## config.mk

```make
export PLATFORM = sky130hd
export DESIGN_NAME = pc_sequencer
export DESIGN_NICKNAME = d
export VERILOG_FILES = /design/src/rtl/pc_sequencer.sv
export SDC_FILE = /design/constraint.sdc
export NUM_CORES = 1
export LEC_CHECK = 0
export ABC_AREA = 1
export ABC_CLOCK_PERIOD_IN_PS = 3600
export CAP_MARGIN = 20
export CORE_MARGIN = 5
export CORE_UTILIZATION = 30
export CTS_BUF_LIST = sky130_fd_sc_hd__clkbuf_4 sky130_fd_sc_hd__clkbuf_8
export DETAILED_ROUTE_END_ITERATION = 10
export GPL_TIMING_DRIVEN = 0
export MAX_ROUTING_LAYER = met4
export SETUP_SLACK_MARGIN = 0.2
export SYNTH_ARGS = -nofsm -noshare
export SYNTH_HDL_FRONTEND = slang
export SYNTH_SLANG_ARGS = --single-unit
export TNS_END_PERCENT = 10
```

## constraint.sdc

```tcl
create_clock -name i_PcSequencer_clk -period 3.6 [get_ports i_PcSequencer_clk]
set_input_delay 0.72 -clock i_PcSequencer_clk [delete_from_list [all_inputs] [get_ports i_PcSequencer_clk]]
set_output_delay 0.72 -clock i_PcSequencer_clk [all_outputs]
set_load 0.01 [all_outputs]
```

## src/rtl/pc_sequencer.sv

```systemverilog
`default_nettype none
//==============================================================================
// Module   : pc_sequencer
// Purpose  : Fetch/decode/execute/update sequencer that owns the PC, the
//            instruction register and the retired-instruction counter.
// Revision : 1.0 - initial release
//==============================================================================
module pc_sequencer #(
    parameter logic [31:0] RESET_PC    = 32'h0000_3000,
    parameter int          ACK_TIMEOUT = 16
) (
    input  logic        i_PcSequencer_clk,
    input  logic        i_PcSequencer_rst,
    input  logic        i_PcSequencer_pause,
    output logic        o_PcSequencer_imemReq,
    output logic [31:0] o_PcSequencer_imemAddr,
    input  logic        i_PcSequencer_imemAck,
    input  logic [31:0] i_PcSequencer_instr,
    output logic [31:0] o_PcSequencer_ir,
    output logic [31:0] o_PcSequencer_pc,
    output logic [2:0]  o_PcSequencer_BRop,
    input  logic [31:0] i_PcSequencer_nextPc,
    output logic        o_PcSequencer_execStart,
    input  logic        i_PcSequencer_execDone,
    output logic        o_PcSequencer_retire,
    output logic [31:0] o_PcSequencer_instret,
    output logic [2:0]  o_PcSequencer_state,
    output logic        o_PcSequencer_fault
);

    localparam int                WAIT_W      = (ACK_TIMEOUT > 1) ? $clog2(ACK_TIMEOUT) : 1;
    localparam logic [WAIT_W-1:0] c_wait_last = WAIT_W'(ACK_TIMEOUT - 1);

    localparam logic [2:0] c_brop_seq  = 3'b000;
    localparam logic [2:0] c_brop_jump = 3'b010;
    localparam logic [2:0] c_brop_beq  = 3'b100;
    localparam logic [2:0] c_brop_bne  = 3'b001;

    typedef enum logic [2:0] {
        ST_IDLE   = 3'd0,
        ST_FETCH  = 3'd1,
        ST_DECODE = 3'd2,
        ST_EXEC   = 3'd3,
        ST_UPDATE = 3'd4,
        ST_FAULT  = 3'd7
    } state_t;

    state_t            r_state;
    state_t            w_state_next;
    logic [31:0]       r_pc;
    logic [31:0]       r_ir;
    logic [31:0]       r_instret;
    logic [WAIT_W-1:0] r_wait;
    logic              r_started;

    logic              w_imem_req;
    logic              w_exec_start;
    logic              w_retire;
    logic [2:0]        w_brop_dec;

    always_comb begin
        w_brop_dec = c_brop_seq;
        case (r_ir[31:26])
            6'b000010: w_brop_dec = c_brop_jump;
            6'b000100: w_brop_dec = c_brop_beq;
            6'b000101: w_brop_dec = c_brop_bne;
            default:   w_brop_dec = c_brop_seq;
        endcase
    end

    // Every legal state is frozen by pause; unknown encodings fall into FAULT regardless.
    always_comb begin
        w_state_next = r_state;
        w_imem_req   = 1'b0;
        w_exec_start = 1'b0;
        w_retire     = 1'b0;
        case (r_state)
            ST_IDLE: begin
                if (!i_PcSequencer_pause) w_state_next = ST_FETCH;
            end
            ST_FETCH: begin
                if (!i_PcSequencer_pause) begin
                    w_imem_req = 1'b1;
                    if (i_PcSequencer_imemAck)     w_state_next = ST_DECODE;
                    else if (r_wait == c_wait_last) w_state_next = ST_FAULT;
                end
            end
            ST_DECODE: begin
                if (!i_PcSequencer_pause) w_state_next = ST_EXEC;
            end
            ST_EXEC: begin
                if (!i_PcSequencer_pause) begin
                    w_exec_start = !r_started;
                    if ((w_brop_dec != c_brop_seq) || i_PcSequencer_execDone)
                        w_state_next = ST_UPDATE;
                end
            end
            ST_UPDATE: begin
                if (!i_PcSequencer_pause) begin
                    if (i_PcSequencer_nextPc[1:0] != 2'b00) begin
                        w_state_next = ST_FAULT;
                    end else begin
                        w_retire     = 1'b1;
                        w_state_next = ST_FETCH;
                    end
                end
            end
            ST_FAULT: w_state_next = ST_FAULT;
            default:  w_state_next = ST_FAULT;
        endcase
    end

    always_ff @(posedge i_PcSequencer_clk or posedge i_PcSequencer_rst) begin
        if (i_PcSequencer_rst) begin
            r_state   <= ST_IDLE;
            r_pc      <= RESET_PC;
            r_ir      <= 32'd0;
            r_instret <= 32'd0;
            r_wait    <= '0;
            r_started <= 1'b0;
        end else begin
            r_state <= w_state_next;
            if (!i_PcSequencer_pause) begin
                // The ack wait counter only runs inside FETCH, so it is zero on every entry.
                if (r_state != ST_FETCH) r_wait <= '0;
                case (r_state)
                    ST_FETCH: begin
                        if (i_PcSequencer_imemAck) r_ir   <= i_PcSequencer_instr;
                        else                       r_wait <= r_wait + 1'b1;
                    end
                    ST_DECODE: r_started <= 1'b0;
                    ST_EXEC:   r_started <= 1'b1;
                    ST_UPDATE: begin
                        if (w_retire) begin
                            r_pc      <= i_PcSequencer_nextPc;
                            r_instret <= r_instret + 32'd1;
                        end
                    end
                    default: ;
                endcase
            end
        end
    end

    assign o_PcSequencer_imemReq   = w_imem_req;
    assign o_PcSequencer_imemAddr  = r_pc;
    assign o_PcSequencer_pc        = r_pc;
    assign o_PcSequencer_ir        = r_ir;
    assign o_PcSequencer_BRop      = ((r_state == ST_EXEC) || (r_state == ST_UPDATE)) ? w_brop_dec : c_brop_seq;
    assign o_PcSequencer_execStart = w_exec_start;
    assign o_PcSequencer_retire    = w_retire;
    assign o_PcSequencer_instret   = r_instret;
    assign o_PcSequencer_state     = r_state;
    assign o_PcSequencer_fault     = (r_state == ST_FAULT);

endmodule
`default_nettype wire

```

==> impl_summary.txt <==
----------------------------------------------------
[Cells and area]
  Proportion of layout cells with a drive suffix above 1 ... 9.52%
  Area growth from synthesis to layout ... 51.9%
  Layout filler cell count ... 1608
  Sequential cell area ... 0.00261 sq mm
  Combined area of the multi-input logic cells ... 0.00191 sq mm
  ANT cells ... 0
  NumNets Final ... 917

[Global route]
  Remaining global-route overflow ... 0
  Number of global-route vias before repair ... 4406
  Overall track demand over capacity in global routing ... 14.9%
  Initial antenna violation count ... 0
  Maximum number of pins on one net before global-route repair ... 40
  Wire length of the first global-routing pass ... 23000 microns

[Clock tree]
  Number of resized instances in the post-cts repair step ... 0
  Maximum count of clock buffers along a single path ... 2
  Reg clk slew, reported paths ... 0.11 ns
  Number of levels the H-tree was split into ... 3
  Clock Latency Late Sink ... 0.38 ns
  Hold-fix buffer count after cts ... 0
  Post CTS Setup Buffer Count ... 0
  Number of sinks handled by clock tree synthesis ... 104
  Clock tree from TritonCTS ... done
  CTS root buf ... sky130_fd_sc_hd__clkbuf_8
  Cts bufs inserted ... 9

[STA]
  Final worst path period need ... 3.16 ns
  Number of setup violations in the final report ... 0
  TNS Setup ... 0 ns
  Number of pins with negative max-slew slack in the final report ... 0
  Slew at the pin with the worst max-slew slack ... 0.484 ns
  Number of hold violations in the final report ... 0
  RSZ-0062 raised after global routing ... no
  Max-slew headroom ... 67.7%
  Maximum operating frequency ... 317 MHz
  Clock skew after layout ... 0.0130 ns
  Ratio of final minimum period to clock period ... 87.7%

[Synth]
  Synth Warn # ... 0
  Mapped cell area ... 0.00504 sq mm
  Synthesized flop and latch total ... 104
  Combinational family with the most area after synthesis ... simple AND/OR/NAND/NOR gates
  Cell accounting for the most synthesized area ... sky130_fd_sc_hd__dfrtp_1
  Area share of the leading cell type in the synthesized netlist ... 50.6%
  Largest cells by area after synthesis ... sky130_fd_sc_hd__dfrtp_1, sky130_fd_sc_hd__nand2_1, sky130_fd_sc_hd__nor2_1
  Library cells used by synthesis ... 27
  Area fraction in and, or, nand and nor cells after synthesis ... 33.0%
  Adder and majority gate portion of the synthesized area ... 0.496%
  Share of the synthesized area in compound gates (AO/OA/AOI/OAI) ... 1.64%
  Sequential element share of the synthesized area ... 51.6%
  Mean instance size in the synthesized netlist ... 8.05 sq um
  Xor/xnor cell area share of the yosys netlist ... 2.78%
  Share of synthesized area spent on multiplexers ... 0%
  Cell count after synthesis ... 627
  Syn nets ... 698

[Pwr]
  Leakage power of the design ... 3.62 nW
  Power after layout ... 0.00220 W
  Peak ir drop on the vdd network ... 0.151 mV
  Pwr per Cell Area ... 288 mW/mm^2

[Critical path]
  Worst path cell trace ... clkdlybuf4s50_1 > nor2_2 > buf_2 > clkdlybuf4s50_1
  Top cell by count, worst path ... sky130_fd_sc_hd__clkdlybuf4s50_1
  Critical Path Slowest Stage Cell ... sky130_fd_sc_hd__clkdlybuf4s50_1
  Cells on worst reg2reg path ... 7
  Classification of the worst setup path ... primary input to output pin
  Delay contributed by the slowest stage of the critical path ... 0.59 ns
  End of the worst register-to-register path ... o_PcSequencer_instret[20]$_DFFE_PP0P_
  Maximum net fanout on the critical path ... 10
  Kind of capture point of the worst setup path ... output pin
  Category of the worst setup path launch point ... primary input
  Required arrival time at the worst endpoint ... 2.88 ns
  Reg-to-reg slack, setup ... 1.95 ns
  Arrival time of data at the critical path endpoint ... 2.44 ns
  FF-to-FF Start ... o_PcSequencer_instret[1]$_DFFE_PP0P_

[Hold path]
  Hold Path Cell Cnt ... 2
  Endpoint of the worst hold-timing path ... o_PcSequencer_ir[14]$_DFFE_PP0P_
  Hold Crit Class ... flop to flop
  Hold Path Origin ... o_PcSequencer_ir[14]$_DFFE_PP0P_

[Floorplanning]
  # rows ... 47
  Die Span X ... 140 microns
  Starting density of the core ... 30.5%
  Core box area ... 0.0165 sq mm
  Die height ... 140 microns
  Die outline area ... 0.0195 sq mm
  IO Count ... 207

[Placed design]
  Number of buffer cells added on primary ports ... 205
  RePlAce Congestion ... 0.849
  Detail Placement HPWL ... 11100 microns

[Route]
  Via-per-instance ratio ... 4.39
  Detailed Route WL ... 14400 microns
  Number of search-and-repair iterations in the first detailed-routing pass ... 4
  Wire length per cell ... 13.5 microns
  Vias ... 4706
  Remaining design rule violation count ... 0
  Initial DRC count ... 236
  Number of routed nets with antenna violations ... 0

[Status]
  Outcome ... completed

[Flow run]
  Number of violations of the max-capacitance limit ... 0

----------------------------------------------------
-- per-stage QoR --
stage	hold slack [ns]	utilization, %	worst slack (ns)	instance area [sq um]	std cells
2_1_floorplan	0.505	-	1.64	5050	627
3_3_place_gp	0.453	44.6	0.430	7380	1052
3_5_place_dp	0.459	45.0	0.441	7440	1055
4_1_cts	0.487	46.4	0.430	7660	1071
5_1_grt	0.499	46.4	0.352	7660	1071
6_report	0.480	46.4	0.442	7660	1071
-- metal layers --
layer / routed length [microns] / track usage [%] / part of all wire (%)
met1: 6810 / 19.9 / 47
met2: 6160 / 22.1 / 43
met3: 1250 / 4.32 / 8.7
met4: 197 / 4.39 / 1.4
met5: 0 / - / 0
-- cells in the mapped netlist --
cell type and number:
sky130_fd_sc_hd__dfrtp_1 102, sky130_fd_sc_hd__dfstp_2 2, sky130_fd_sc_hd__o21ai_1 2, sky130_fd_sc_hd__nand3b_1 2, sky130_fd_sc_hd__a22oi_1 1, sky130_fd_sc_hd__nand2_1 149, sky130_fd_sc_hd__nand4_1 19, sky130_fd_sc_hd__and3_1 2
sky130_fd_sc_hd__nand2_2 1, sky130_fd_sc_hd__o21ai_0 10, sky130_fd_sc_hd__buf_2 9, sky130_fd_sc_hd__ha_1 2, sky130_fd_sc_hd__nand3_1 57, sky130_fd_sc_hd__and2_1 1, sky130_fd_sc_hd__xnor2_1 8, sky130_fd_sc_hd__nor3_1 4
sky130_fd_sc_hd__a21oi_1 3, sky130_fd_sc_hd__nand3_2 2, sky130_fd_sc_hd__nor2_4 4, sky130_fd_sc_hd__buf_4 35, sky130_fd_sc_hd__nor2_1 140, sky130_fd_sc_hd__xor2_1 8, sky130_fd_sc_hd__clkbuf_1 5, sky130_fd_sc_hd__inv_1 51
sky130_fd_sc_hd__inv_2 2, sky130_fd_sc_hd__nor2_2 5, sky130_fd_sc_hd__nand4_4 1
-- worst max-delay path: cells and delay by family --
family	cells	cell delay [ns]
buf+inv	3	1.40
simple gates	1	0.32
-- cells by family after synthesis --
group / count (synthesis)
adders and majority gates: 2
and+or+nand+nor: 387
xor gates and xnor gates: 16
DFF: 104
buffers and inverters: 102
AOI/OAI and AO/OA: 16
-- how the worst max path moves through the flow --
stage	startpoint	end	slack [ns]	cells after the start
after CTS	i_PcSequencer_pause	o_PcSequencer_imemReq	0.43	4
after global placement	i_PcSequencer_rst	o_PcSequencer_imemAddr[20]$_DFFE_PP0P_	0.43	2
after global routing	i_PcSequencer_pause	o_PcSequencer_imemReq	0.35	4
after detailed placement	i_PcSequencer_pause	o_PcSequencer_imemReq	0.44	4
final	i_PcSequencer_pause	o_PcSequencer_imemReq	0.44	4
after floorplan	i_PcSequencer_rst	o_PcSequencer_imemAddr[0]$_DFFE_PP0P_	1.64	1
-- report_power, final --
part / internal [W] / switching [W] / leakage, nW
clock: 0.000401 / 0.000438 / 0.112
combinational: 0.000102 / 0.0000711 / 2.13
sequential: 0.00118 / 0.00000963 / 1.38
-- state kept, by name, summed over array words and instances, names as in the netlist --
signal and flops:
o_PcSequencer_instret 32, r_wait 4, r_started 1, o_PcSequencer_imemAddr 32, o_PcSequencer_state 3, o_PcSequencer_ir 32
-- cell type report --
class                           count  area share (%)
Buffer                             49            4.26
Tap cell                          220            3.59
Multi-Input combinational cell    421            25.0
Clock inverter                      7            1.32
Sequential cell                   104            34.0
Inverter                           53            2.65
Clock buffer                        9            1.62
Timing Repair Buffer              208            27.6
-- cells in the final DEF, fill, tap and decap left out, types with 3 or more instances in the layout --
cell type	Yosys	routed
sky130_fd_sc_hd__nor2_4	4	4
sky130_fd_sc_hd__xnor2_1	8	8
sky130_fd_sc_hd__nor3_1	4	4
sky130_fd_sc_hd__inv_1	51	50
sky130_fd_sc_hd__nand4_1	19	19
sky130_fd_sc_hd__buf_4	35	35
sky130_fd_sc_hd__clkbuf_8	0	9
sky130_fd_sc_hd__buf_2	9	9
sky130_fd_sc_hd__nor2_2	5	5
sky130_fd_sc_hd__dfrtp_1	102	102
sky130_fd_sc_hd__a21oi_1	3	3
sky130_fd_sc_hd__buf_12	0	3
sky130_fd_sc_hd__xor2_1	8	8
sky130_fd_sc_hd__o21ai_0	10	10
sky130_fd_sc_hd__nand3_1	57	57
sky130_fd_sc_hd__nand2_1	149	149
sky130_fd_sc_hd__clkdlybuf4s50_1	0	205
sky130_fd_sc_hd__nor2_1	140	140
sky130_fd_sc_hd__clkbuf_1	5	5
Power figures use the tool's default switching activity.
